## config.mk

```make
export PLATFORM = sky130hd
export DESIGN_NAME = gticc_rx_align
export DESIGN_NICKNAME = d
export VERILOG_FILES = /design/src/rtl/gticc_pkg.sv /design/src/rtl/gticc_comma_find.sv /design/src/rtl/gticc_rx_align.sv
export SDC_FILE = /design/constraint.sdc
export NUM_CORES = 1
export LEC_CHECK = 0
export BUFFER_PORTS_ARGS = -buffer_cell sky130_fd_sc_hd__clkbuf_2
export CAP_MARGIN = 25
export CORE_MARGIN = 2
export CORE_UTILIZATION = 30
export CTS_CLUSTER_DIAMETER = 60
export CTS_CLUSTER_SIZE = 12
export DETAILED_ROUTE_END_ITERATION = 10
export GPL_ROUTABILITY_DRIVEN = 0
export PLACE_DENSITY_LB_ADDON = 0.08
export SETUP_SLACK_MARGIN = 0.2
export SLEW_MARGIN = 20
export SYNTH_ARGS = -nofsm -noshare
export SYNTH_HDL_FRONTEND = slang
export SYNTH_SLANG_ARGS = --single-unit
```

## constraint.sdc

```tcl
create_clock -name clk -period 2.8 [get_ports clk]
set_input_delay 0.84 -clock clk [delete_from_list [all_inputs] [get_ports clk]]
set_output_delay 0.84 -clock clk [all_outputs]
set_load 0.02 [all_outputs]
```

## src/rtl/gticc_pkg.sv

```systemverilog
// Shared types and constants for the GT receive comma aligner.
package gticc_pkg;

  typedef enum logic [1:0] {
    HUNT   = 2'd0,
    VERIFY = 2'd1,
    LOCKED = 2'd2
  } gticc_align_state_e;

  localparam logic [7:0] K28_5 = 8'hBC;

endpackage

```

## src/rtl/gticc_comma_find.sv

```systemverilog
// Per-byte comma detection with a lowest-index priority encoder.
module gticc_comma_find
  import gticc_pkg::*;
#(
  parameter int         NBYTES = 4,
  parameter logic [7:0] COMMA  = K28_5
) (
  input  logic [8*NBYTES-1:0]       rxdata,
  input  logic [NBYTES-1:0]         rxcharisk,
  output logic                      hit,
  output logic [$clog2(NBYTES)-1:0] pos
);
  localparam int PW = $clog2(NBYTES);

  logic [NBYTES-1:0] hit_vec_s;

  // A byte hits only when it is flagged as a K-character and equals the comma.
  always_comb begin
    hit_vec_s = {NBYTES{1'b0}};
    for (int i = 0; i < NBYTES; i++) begin
      hit_vec_s[i] = rxcharisk[i] && (rxdata[8*i +: 8] == COMMA);
    end
  end

  // Scan downwards so the lowest hitting index is the one that sticks.
  always_comb begin
    hit = |hit_vec_s;
    pos = {PW{1'b0}};
    for (int i = NBYTES - 1; i >= 0; i--) begin
      pos = hit_vec_s[i] ? PW'(i) : pos;
    end
  end

endmodule

```

## src/rtl/gticc_rx_align.sv

```systemverilog
// Fabric comma aligner for one 8b10b GT channel: rotates bytes so the comma
// lands on byte 0, tracks HUNT/VERIFY/LOCKED and counts errored words.
module gticc_rx_align
  import gticc_pkg::*;
#(
  parameter int         NBYTES        = 4,
  parameter logic [7:0] COMMA         = K28_5,
  parameter int         LOCK_CNT      = 4,
  parameter int         LOSS_CNT      = 8,
  parameter int         COMMA_TIMEOUT = 1024
) (
  input  logic                      clk,
  input  logic                      rst_n,
  input  logic                      gt_ready,
  input  logic [8*NBYTES-1:0]       rxdata,
  input  logic [NBYTES-1:0]         rxcharisk,
  input  logic [NBYTES-1:0]         rxerr,
  input  logic                      clr_err,
  output logic [8*NBYTES-1:0]       data,
  output logic [NBYTES-1:0]         data_k,
  output logic                      data_valid,
  output logic                      locked,
  output logic [$clog2(NBYTES)-1:0] align_pos,
  output logic [15:0]               err_cnt
);
  localparam int W  = 8 * NBYTES;
  localparam int PW = $clog2(NBYTES);
  localparam int TW = $clog2(COMMA_TIMEOUT + 1);

  logic               hit_s;
  logic [PW-1:0]      pos_s;
  logic               err_any_s;
  logic               aligned_hit_s;
  logic               bad_s;
  logic               tmo_hit_s;

  gticc_align_state_e state_q, state_d;
  logic [PW-1:0]      align_pos_q, align_pos_d;
  logic [3:0]         match_cnt_q, match_cnt_d;
  logic [7:0]         bad_cnt_q, bad_cnt_d;
  logic [TW-1:0]      tmo_cnt_q, tmo_cnt_d;
  logic [15:0]        err_cnt_q, err_cnt_d;

  logic [W-1:0]       prev_data_q;
  logic [NBYTES-1:0]  prev_k_q;
  logic [W-1:0]       rot_data_s;
  logic [NBYTES-1:0]  rot_k_s;
  logic [W-1:0]       data_q;
  logic [NBYTES-1:0]  data_k_q;
  logic               data_valid_q;
  logic               locked_q;

  gticc_comma_find #(
    .NBYTES (NBYTES),
    .COMMA  (COMMA)
  ) u_comma_find (
    .rxdata    (rxdata),
    .rxcharisk (rxcharisk),
    .hit       (hit_s),
    .pos       (pos_s)
  );

  assign err_any_s     = |rxerr;
  assign aligned_hit_s = hit_s && (pos_s == align_pos_q);
  assign bad_s         = err_any_s || (hit_s && !aligned_hit_s);
  assign tmo_hit_s     = (tmo_cnt_q == TW'(COMMA_TIMEOUT - 1));

  // {current, previous} shifted down by align_pos bytes gives prev[p..] then cur[..p-1].
  always_comb begin
    rot_data_s = W'({rxdata, prev_data_q} >> {align_pos_q, 3'b000});
    rot_k_s    = NBYTES'({rxcharisk, prev_k_q} >> align_pos_q);
  end

  // Alignment FSM next-state and counter updates.
  always_comb begin
    state_d     = state_q;
    align_pos_d = align_pos_q;
    match_cnt_d = match_cnt_q;
    bad_cnt_d   = bad_cnt_q;
    tmo_cnt_d   = tmo_cnt_q;
    if (!gt_ready) begin
      state_d     = HUNT;
      match_cnt_d = 4'd0;
      bad_cnt_d   = 8'd0;
      tmo_cnt_d   = {TW{1'b0}};
    end else begin
      case (state_q)
        HUNT: begin
          if (hit_s || tmo_hit_s) begin
            tmo_cnt_d = {TW{1'b0}};
          end else begin
            tmo_cnt_d = tmo_cnt_q + TW'(1);
          end
          if (hit_s && !err_any_s) begin
            align_pos_d = pos_s;
            match_cnt_d = 4'd1;
            bad_cnt_d   = 8'd0;
            if (LOCK_CNT == 1) begin
              state_d = LOCKED;
            end else begin
              state_d = VERIFY;
            end
          end else begin
            state_d = HUNT;
          end
        end
        VERIFY: begin
          // Any error outranks a same-cycle aligned comma.
          if (err_any_s || (hit_s && !aligned_hit_s) || (!aligned_hit_s && tmo_hit_s)) begin
            state_d     = HUNT;
            match_cnt_d = 4'd0;
            tmo_cnt_d   = {TW{1'b0}};
          end else if (aligned_hit_s) begin
            tmo_cnt_d = {TW{1'b0}};
            if (match_cnt_q + 4'd1 == 4'(LOCK_CNT)) begin
              state_d     = LOCKED;
              match_cnt_d = 4'd0;
              bad_cnt_d   = 8'd0;
            end else begin
              state_d     = VERIFY;
              match_cnt_d = match_cnt_q + 4'd1;
            end
          end else begin
            state_d   = VERIFY;
            tmo_cnt_d = tmo_cnt_q + TW'(1);
          end
        end
        LOCKED: begin
          if (aligned_hit_s) begin
            tmo_cnt_d = {TW{1'b0}};
          end else begin
            tmo_cnt_d = tmo_cnt_q + TW'(1);
          end
          if (bad_s) begin
            bad_cnt_d = bad_cnt_q + 8'd1;
          end else if (aligned_hit_s) begin
            bad_cnt_d = 8'd0;
          end else begin
            bad_cnt_d = bad_cnt_q;
          end
          if ((bad_s && (bad_cnt_q + 8'd1 == 8'(LOSS_CNT))) || (!aligned_hit_s && tmo_hit_s)) begin
            state_d     = HUNT;
            match_cnt_d = 4'd0;
            bad_cnt_d   = 8'd0;
            tmo_cnt_d   = {TW{1'b0}};
          end else begin
            state_d = LOCKED;
          end
        end
        default: begin
          state_d     = HUNT;
          match_cnt_d = 4'd0;
          bad_cnt_d   = 8'd0;
          tmo_cnt_d   = {TW{1'b0}};
        end
      endcase
    end
  end

  // Errored words while locked, saturating; a clear pulse beats an increment.
  always_comb begin
    if (clr_err) begin
      err_cnt_d = 16'd0;
    end else if (gt_ready && (state_q == LOCKED) && err_any_s && (err_cnt_q != 16'hFFFF)) begin
      err_cnt_d = err_cnt_q + 16'd1;
    end else begin
      err_cnt_d = err_cnt_q;
    end
  end

  // State, counters, previous word and registered outputs.
  always_ff @(posedge clk or negedge rst_n) begin
    if (!rst_n) begin
      state_q      <= HUNT;
      align_pos_q  <= {PW{1'b0}};
      match_cnt_q  <= 4'd0;
      bad_cnt_q    <= 8'd0;
      tmo_cnt_q    <= {TW{1'b0}};
      err_cnt_q    <= 16'd0;
      prev_data_q  <= {W{1'b0}};
      prev_k_q     <= {NBYTES{1'b0}};
      data_q       <= {W{1'b0}};
      data_k_q     <= {NBYTES{1'b0}};
      data_valid_q <= 1'b0;
      locked_q     <= 1'b0;
    end else begin
      state_q      <= state_d;
      align_pos_q  <= align_pos_d;
      match_cnt_q  <= match_cnt_d;
      bad_cnt_q    <= bad_cnt_d;
      tmo_cnt_q    <= tmo_cnt_d;
      err_cnt_q    <= err_cnt_d;
      prev_data_q  <= rxdata;
      prev_k_q     <= rxcharisk;
      data_q       <= rot_data_s;
      data_k_q     <= rot_k_s;
      data_valid_q <= (state_q == LOCKED);
      locked_q     <= (state_d == LOCKED);
    end
  end

  assign data       = data_q;
  assign data_k     = data_k_q;
  assign data_valid = data_valid_q;
  assign locked     = locked_q;
  assign align_pos  = align_pos_q;
  assign err_cnt    = err_cnt_q;

endmodule
```

**After elaboration in Yosys (flattened, before gate mapping)**

Cells that the tools add are included.

- $add $sub $neg: 4
- Equal/unequal tests: 19
- Shift operators: 2
- Mux-type cells: 35
- Reductions and logical operators: 25

Operators with widths:

| cell | number |
|---|---|
| $mux W8 | 8 |
| $shr A64 B5 Y32 | 1 |
| $mux W11 | 5 |
| $pmux W11 S3 | 1 |
| $eq A8 B8 Y1 const B | 4 |
| $mux W16 | 2 |
| $mux W4 | 6 |
| $pmux W8 S3 | 1 |
| $mux W2 | 9 |
| $add A16 B1 Y16 const B | 1 |
| $ne A16 B16 Y1 const B | 1 |
| $ne A3 B3 Y1 const B | 5 |
| $logic_and A1 B1 Y1 | 12 |
| $pmux W4 S3 | 1 |
| $add A11 B1 Y11 const B | 1 |
| $eq A11 B10 Y1 const B | 1 |
| $add A8 B1 Y8 const B | 1 |
| $eq A8 B4 Y1 const B | 1 |
| $reduce_or A4 Y1 | 2 |
| $shr A8 B2 Y4 | 1 |
| $pmux W2 S3 | 1 |
| $reduce_and A3 Y1 | 2 |
| $ne A5 B5 Y1 const B | 1 |
| $reduce_and A5 Y1 | 1 |
| 11 further kinds | 16 |

- Register bits: 117
- Output and inout port bits: 56
- Logic and storage cells: 97

**Logic depth before layout (Yosys ltp)**

Gate-level depths: netlist of run 1.

- Depth after elaboration: 17
- Mapped depth: 10
- Gate-level depth less buffers: 10

**Hierarchy**

Synthesis of run 1 repeated with hierarchy kept, for this count alone.

- Cells, all modules: 401
- Area, all modules: 5348.9 sq um

Modules (own cells, without submodules):

| module | instances | cells each | area each (sq um) | seq. area each (sq um) |
|---|---|---|---|---|
| gticc_rx_align | 1 | 381 | 5170.0 | 2927.8 |
| gticc_comma_find | 1 | 20 | 178.9 | 0.0 |

**Worst setup path after synthesis of run 1**

OpenSTA, ideal clock, no wires.

- Path type: input to register
- Start point: input rxerr[1]
- End point: register bad_cnt_q[2]
- Setup time: 126 ps
- Arrival: 3030 ps
- Setup slack: -356 ps
- Stages: 7
- Path buffers: 0
- Cells stage by stage: or4_4 or3_4 a2111oi_4 nor2_2 a2111oi_4 o22ai_2 a221o_1

- Longest elaborated chain between the ends: 7
- Elaborated cells on any way between the ends: 15

RTL lines:

| what | RTL line | source |
|---|---|---|
| from (decl) | gticc_rx_align.sv:17 | `input logic [NBYTES-1:0] rxerr,` |
| $reduce_or A4 Y1 * | gticc_rx_align.sv:63 | `assign err_any_s = \|rxerr;` |
| $logic_or A1 B1 Y1 | gticc_rx_align.sv:65, gticc_rx_align.sv:109 |  |
| $logic_and A1 B1 Y1 | gticc_rx_align.sv:141 | `if ((bad_s && (bad_cnt_q + 8'd1 == 8'(LOSS_CNT))) \|\| (!aligned_hit_s && tmo_hit_s)) begin` |
| $logic_or A1 B1 Y1 | gticc_rx_align.sv:141 |  |
| $mux W8 | gticc_rx_align.sv:141 |  |
| $pmux W8 S3 | gticc_rx_align.sv:87 | `case (state_q)` |
| $mux W8 | gticc_rx_align.sv:81 | `if (!gt_ready) begin` |
| to (signal assigned) | gticc_rx_align.sv:190 | `bad_cnt_q <= bad_cnt_d;` |
| to (decl) | gticc_rx_align.sv:40 | `logic [7:0] bad_cnt_q, bad_cnt_d;` |

Every way passes the cells marked *; elsewhere a longest branch is shown, timed or not.
A chain may end at the register's enable or synchronous reset.

**Worst setup path in the final report of run 1**

Same ends and word-level chain as after synthesis.

==> key figures, run 1 <==
Power and ir drop
  – PwrDens: 559 mW/mm^2
  – Pleak: 3.51 nW
  – Peak supply drop: 0.000378 V
  – Pwr Total: 0.00446 W

Setup path
  – Max incr delay on CP: 0.54 ns
  – Critical path's most frequent cell: buf_6
  – RR Startpoint: bad_cnt_q[0]
  – Crit path max fanout: 6
  – Slowest-stage cell, CP: or4_4
  – WS Path Type: input port to flip-flop
  – Worst-path cell chain: buf_6 > or4_4 > or3_4 > a2111oi_4 > buf_4 > or2_4 > nor3_4 > buf_6 > and3b_1 > a221o_1
  – CP endpoint kind: flip-flop
  – Critical Path Source Type: input port
  – Required @ worst endpoint: 3.09 ns
  – Critical path origin: rxerr[1]
  – Worst path arrival time: 3.04 ns

Synth
  – Post-synth EDFFs: 0
  – Number of synthesized register bits: 117
  – Syn avg cell area: 12.9 um^2
  – Post-synthesis sequential area ratio: 53.5%
  – Mapped Nets: 474
  – Area of the mapped netlist: 0.00548 mm^2
  – Prevailing post-synth register cell: dfrtp_1
  – Yosys warns: 0
  – Fraction of registers with async set/reset: 100%
  – Yosys cell types: 61
  – Mapped Cells: 424

CTS
  – Worst-Skew Late Latency: 0.41 ns
  – CTS Sinks: 117
  – Reg clk slew, reported paths: 0.06 ns
  – Hold-fix buffers, CTS: 0
  – TritonCTS buffer count: 17
  – CTS root buffer: clkbuf_16
  – CTS tree: built
  – CTS max path bufs: 2
  – CTS H-tree depth: 4

Timing
  – Final slew viol count: 0
  – F_max: 0.363 GHz
  – Slew of the pin with the lowest slew margin: 0.664 ns
  – Unrepaired setup endpoints after global routing: true
  – Final period util: 98.3%
  – Setup violations, final: 0
  – Hold_ws: 0.431 ns
  – Final hold vios: 0
  – Tmin final: 2.75 ns
  – Final worst setup slack: 0.0480 ns
  – Max_slew headroom: 55.2%
  – Worst Skew: 0.00460 ns

Die
  – Core Area: 0.0180 mm^2
  – Initial Utilization: 30.5%
  – Std cell rows: 49
  – DIE HEIGHT: 139 um
  – Die area: 0.0193 mm^2
  – I/O Pins: 100
  – Die width: 139 um

Global routing
  – Number of global-route vias before repair: 4453
  – GRT overflow: 0
  – Maximum number of pins on one net before global-route repair: 47
  – First-pass GRT wire length: 23.6 mm
  – Initial antenna violation count: 0
  – Total track usage: 15.4%

Routing
  – Antenna Nets Post-Route: 0
  – Residual DRC count: 0
  – Routed wire length: 14.5 mm
  – Drt pass-1 iters: 4
  – DR vias: 4243
  – Vias per cell: 4.98
  – Wire length per cell: 17.0 um
  – Starting DRT DRC Count: 201

Layout
  – Sequential Area: 0.00293 mm^2
  – Post-route design area: 0.00798 mm^2
  – Nets: 660
  – Number of diodes: 0
  – Most frequent cells in the layout: 115 x dfrtp_1, 92 x clkbuf_2, 67 x buf_4
  – Layout cells sized above 1: 50.2%
  – Fillers: 1679
  – Commonest non-fill, non-tap cell in the layout: dfrtp_1
  – Area growth, synth to finish: 45.8%
  – Area occupied by multi-input gates: 0.00280 mm^2
  – Finished Core Util: 44.4%

Job
  – Number of max-cap violations: 0

Placed design
  – Placed cell areas: 0.00677 mm^2
  – HPWL after DPL: 10.2 mm
  – Post-placement setup slack: -0.430 ns
  – Number of port buffers: 99

Worst hold path
  – Min-delay worst type: input port to asynchronous set/reset pin

Outcome
  – Status: finished, final reports clean
state kept, by name, indices dropped and copies added, names as in the netlist:
name	cells
data_k	4
prev_k_q	4
prev_data_q	32
locked	1
state_q	2
data	32
bad_cnt_q	8
tmo_cnt_q	11
err_cnt	16
align_pos	2
match_cnt_q	4
data_valid	1
per-stage QoR:
stage | setup TNS [ns] | std cells
6_report | 0 | 852
5_1_grt | -0.0367 | 852
4_1_cts | 0 | 840
3_5_place_dp | -8.88 | 802
3_3_place_gp | -8.94 | 802
2_1_floorplan | -0.775 | 424
cells by family (layout without fill, tap and decap cells):
kind of cell / count (synthesis) / after routing / synth area share [%]
and+or+nand+nor: 152 / 152 / 15.1
muxes: 40 / 40 / 15.6
adders and majority gates: 6 / 6 / 1.37
buffers and inverters: 28 / 227 / 2.03
AOI/OAI and AO/OA: 60 / 60 / 9.05
DFF: 117 / 117 / 53.5
xor gates and xnor gates: 21 / 21 / 3.36
area by class of cell:
cell class	count	share of cell area, %
multi-input cells	279	35.1
repair buffers	186	16.1
clock inverters	13	2.46
clock buffers	19	5.67
flip-flops and latches	117	36.7
well taps	229	3.59
inverters	9	0.423
layer usage:
layer	GRT usage [%]	routed length, um	vias up
met4	4.68	165	0
met2	23.8	7120	80
met5	0	0	-
li1	-	-	1995
met1	21.3	6700	2153
met3	4.07	526	15
path summary, 6_finish.rpt:
check	endpoint	cells after the start	slack, ns
setup / recovery	bad_cnt_q[2]	10	0.05
hold / removal	data[6]	1	0.43
setup reg to reg	tmo_cnt_q[6]	11	0.26
hold reg to reg	tmo_cnt_q[0]	1	0.47
max in group asynchronous	bad_cnt_q[5]	2	1.71
min in group clk	tmo_cnt_q[0]	1	0.47
cell usage after synthesis (all sizes together), types with 6 or more instances:
cell type | n | area share [%]
dfrtp | 117 | 53
mux4 | 36 | 15
nor2 | 31 | 2.2
nand2 | 26 | 1.8
nand3 | 17 | 1.6
nor4 | 13 | 1.7
xor2 | 13 | 2.1
nor3 | 12 | 1.1
and3 | 11 | 1.3
clkbuf | 11 | 0.75
a21oi | 10 | 0.91
o21ai | 10 | 0.91
inv | 9 | 0.62
nand4 | 9 | 1.0
buf | 8 | 0.66
xnor2 | 8 | 1.3
ha | 6 | 1.4
repair_timing:
item,in CTS,in global routing
setup buffers,6,10
resized for setup,22,69
cloned,0,2
pin swaps,11,23
endpoints found under the setup margin,25,26
where the power goes:
part | internal [W] | switching, W
logic | 0.000146 | 0.000168
clock network | 0.00155 | 0.000820
registers | 0.00175 | 0.0000302
worst max-delay path: cells and delay by family:
kind	cells	cell delay, ns
AND/OR/NAND/NOR	5	1.24
AO/OA/AOI/OAI	2	0.54
buffers and inverters	3	0.42
(Power assumes the default switching activity.)
==> inputs of run 2 (changes only) <==
Settings changed: PLACE_DENSITY_LB_ADDON 0.08 to not set.
==> key figures, run 2 (synthesis gave the netlist of run 1 again) <==
Outcome
  – Status: finished, final reports clean

Routing
  – Wire length per cell: 16.4 um
  – Antenna Nets Post-Route: 0
  – Starting DRT DRC Count: 315
  – Vias per cell: 5.17
  – DR vias: 4298
  – Drt pass-1 iters: 4
  – Routed wire length: 13.6 mm
  – Residual DRC count: 0

Global routing
  – GRT overflow: 0
  – Total track usage: 14.4%
  – Maximum number of pins on one net before global-route repair: 49
  – Number of global-route vias before repair: 4435
  – First-pass GRT wire length: 22.4 mm
  – Initial antenna violation count: 0

Layout
  – Sequential Area: 0.00293 mm^2
  – Post-route design area: 0.00766 mm^2
  – Fillers: 1628
  – Nets: 640
  – Area growth, synth to finish: 39.9%
  – Most frequent cells in the layout: 115 x dfrtp_1, 95 x clkbuf_2, 59 x buf_4
  – Layout cells sized above 1: 46.3%
  – Count of non-filler cells in the finished layout: 831
  – Area occupied by multi-input gates: 0.00269 mm^2
  – Commonest non-fill, non-tap cell in the layout: dfrtp_1
  – Finished Core Util: 42.6%
  – Number of diodes: 0

Timing
  – Max_slew headroom: 59.1%
  – Setup violations, final: 0
  – Final period util: 97.8%
  – Worst Skew: 0.00537 ns
  – Final hold vios: 0
  – F_max: 0.365 GHz
  – Final slew viol count: 0
  – Slew of the pin with the lowest slew margin: 0.613 ns
  – Unrepaired setup endpoints after global routing: true
  – Tmin final: 2.74 ns
  – Final worst setup slack: 0.0604 ns

Job
  – Number of max-cap violations: 0

CTS
  – CTS Sinks: 117
  – CTS H-tree depth: 4
  – CTS tree: built
  – CTS root buffer: clkbuf_16
  – CTS max path bufs: 2
  – TritonCTS buffer count: 17
  – Reg clk slew, reported paths: 0.06 ns
  – Hold-fix buffers, CTS: 0
  – Worst-Skew Late Latency: 0.42 ns

Setup path
  – CP endpoint kind: flip-flop
  – Crit path buffers/inverters: 4
  – FF-to-FF End: match_cnt_q[3]
  – Worst-path cell chain: buf_8 > nand4bb_1 > nor4_2 > buf_4 > buf_6 > a311o_1 > mux2i_4 > buf_6 > a2111o_1 > o41ai_2
  – Slowest-stage cell, CP: a2111o_1
  – R2R setup slack: 0.24 ns
  – Critical path's most frequent cell: buf_6
  – Critical Path Source Type: input port
  – R2R depth: 8
  – Required @ worst endpoint: 3.11 ns
  – RR Startpoint: align_pos[1]
  – Crit path max-delay family: compound AO/OA/AOI/OAI gates
  – Max incr delay on CP: 0.50 ns
  – Worst path arrival time: 3.05 ns
  – WS Path Type: input port to flip-flop
  – Crit path max fanout: 6

Die
  – Die width: 139 um
  – DIE HEIGHT: 139 um
  – Core Area: 0.0180 mm^2
  – Std cell rows: 49
  – Initial Utilization: 30.5%
  – Die area: 0.0193 mm^2
  – I/O Pins: 100

Power and ir drop
  – Sequential power share: 39.8%
  – Pleak: 3.39 nW
  – Psw: 0.000970 W
  – Cell-internal power: 0.00350 W
  – Peak supply drop: 0.000544 V
  – PwrDens: 584 mW/mm^2
  – Comb power frac: 6.4%
  – Clock group share of total power: 53.7%
  – Switching Fraction: 21.7%

Placed design
  – Placed instance count: 789
  – Number of port buffers: 99
  – Placed cell areas: 0.00666 mm^2
  – HPWL after DPL: 9.64 mm
  – Post-placement setup slack: -0.409 ns

Worst hold path
  – Min-delay worst type: input port to asynchronous set/reset pin
==> run 2: cell count changes in the layout (fill, tap and decap cells not counted), moves of 2 or more <==
cell,before,now
nor2_1,26,28
nor3_4,3,0
clkbuf_2,92,95
a21oi_1,6,8
a211oi_2,0,2
nor4_2,4,1
buf_6,22,10
clkinv_2,0,2
buf_4,67,59
a211oi_1,4,2
nor4_1,3,5
nor3_1,5,9
clkinvlp_4,4,2
==> run 2: final cells by class <==
type	instances	area share, %
clock buffers	19	5.91
inverters	9	0.441
flip-flops and latches	117	38.3
well taps	229	3.74
multi-input cells	279	35.1
clock inverters	12	2.63
repair buffers	166	13.9
==> run 2: power groups by stage <==
stage | registers, W | clock network [W] | logic (W)
after floorplan | 0.00184 | 0 | 0.0000802
after global placement | 0.00180 | 0 | 0.000272
after detailed placement | 0.00181 | 0 | 0.000277
after CTS | 0.00178 | 0.00245 | 0.000285
after global routing | 0.00179 | 0.00254 | 0.000313
final | 0.00178 | 0.00240 | 0.000288
==> run 2: how the worst max path moves through the flow <==
stage | startpoint | end | cells after the start
global route | rxdata[9] | match_cnt_q[0] | 10
CTS | rxerr[1] | bad_cnt_q[6] | 9
global placement | rxerr[1] | bad_cnt_q[3] | 8
floorplan | rxerr[1] | bad_cnt_q[2] | 7
detailed placement | rxerr[1] | tmo_cnt_q[7] | 10
finish | rxdata[9] | match_cnt_q[3] | 10
==> run 2: what timing repair did <==
action | in CTS | in global routing
pin swaps | 12 | 22
setup endpoints to repair | 24 | 27
gates resized for setup | 20 | 32
gates cloned | 1 | 0
setup buffers | 7 | 3
==> run 2: per-stage QoR <==
| step | hold WS (ns) | total power [W] | TNS [ns] |
|---|---|---|---|
| 2_1_floorplan | 0.441 | 0.00192 | -0.775 |
| 3_3_place_gp | 0.458 | 0.00208 | -7.56 |
| 3_5_place_dp | 0.471 | 0.00209 | -8.47 |
| 4_1_cts | 0.364 | 0.00452 | 0 |
| 5_1_grt | 0.377 | 0.00464 | -0.0237 |
| 6_report | 0.356 | 0.00447 | 0 |
==> run 2: worst register-to-register path, stage by stage (launching register included) <==
cell,delay [ns]
dfrtp_2,0.42
buf_4,0.30
nand2_1,0.14
nor4_4,0.27
a311o_1,0.23
mux2i_4,0.11
buf_6,0.14
a2111o_1,0.50
o41ai_2,0.34
==> run 2: routing by layer <==
metal / part of all wire, % / GRT usage, % / up-vias / wire (um)
met5: 0 / 0 / - / 0
li1: - / - / 1948 / -
met1: 42 / 18.3 / 2212 / 5750
met4: 1.8 / 4.94 / 0 / 248
met3: 5.4 / 4.01 / 20 / 729
met2: 51 / 23.6 / 118 / 6890
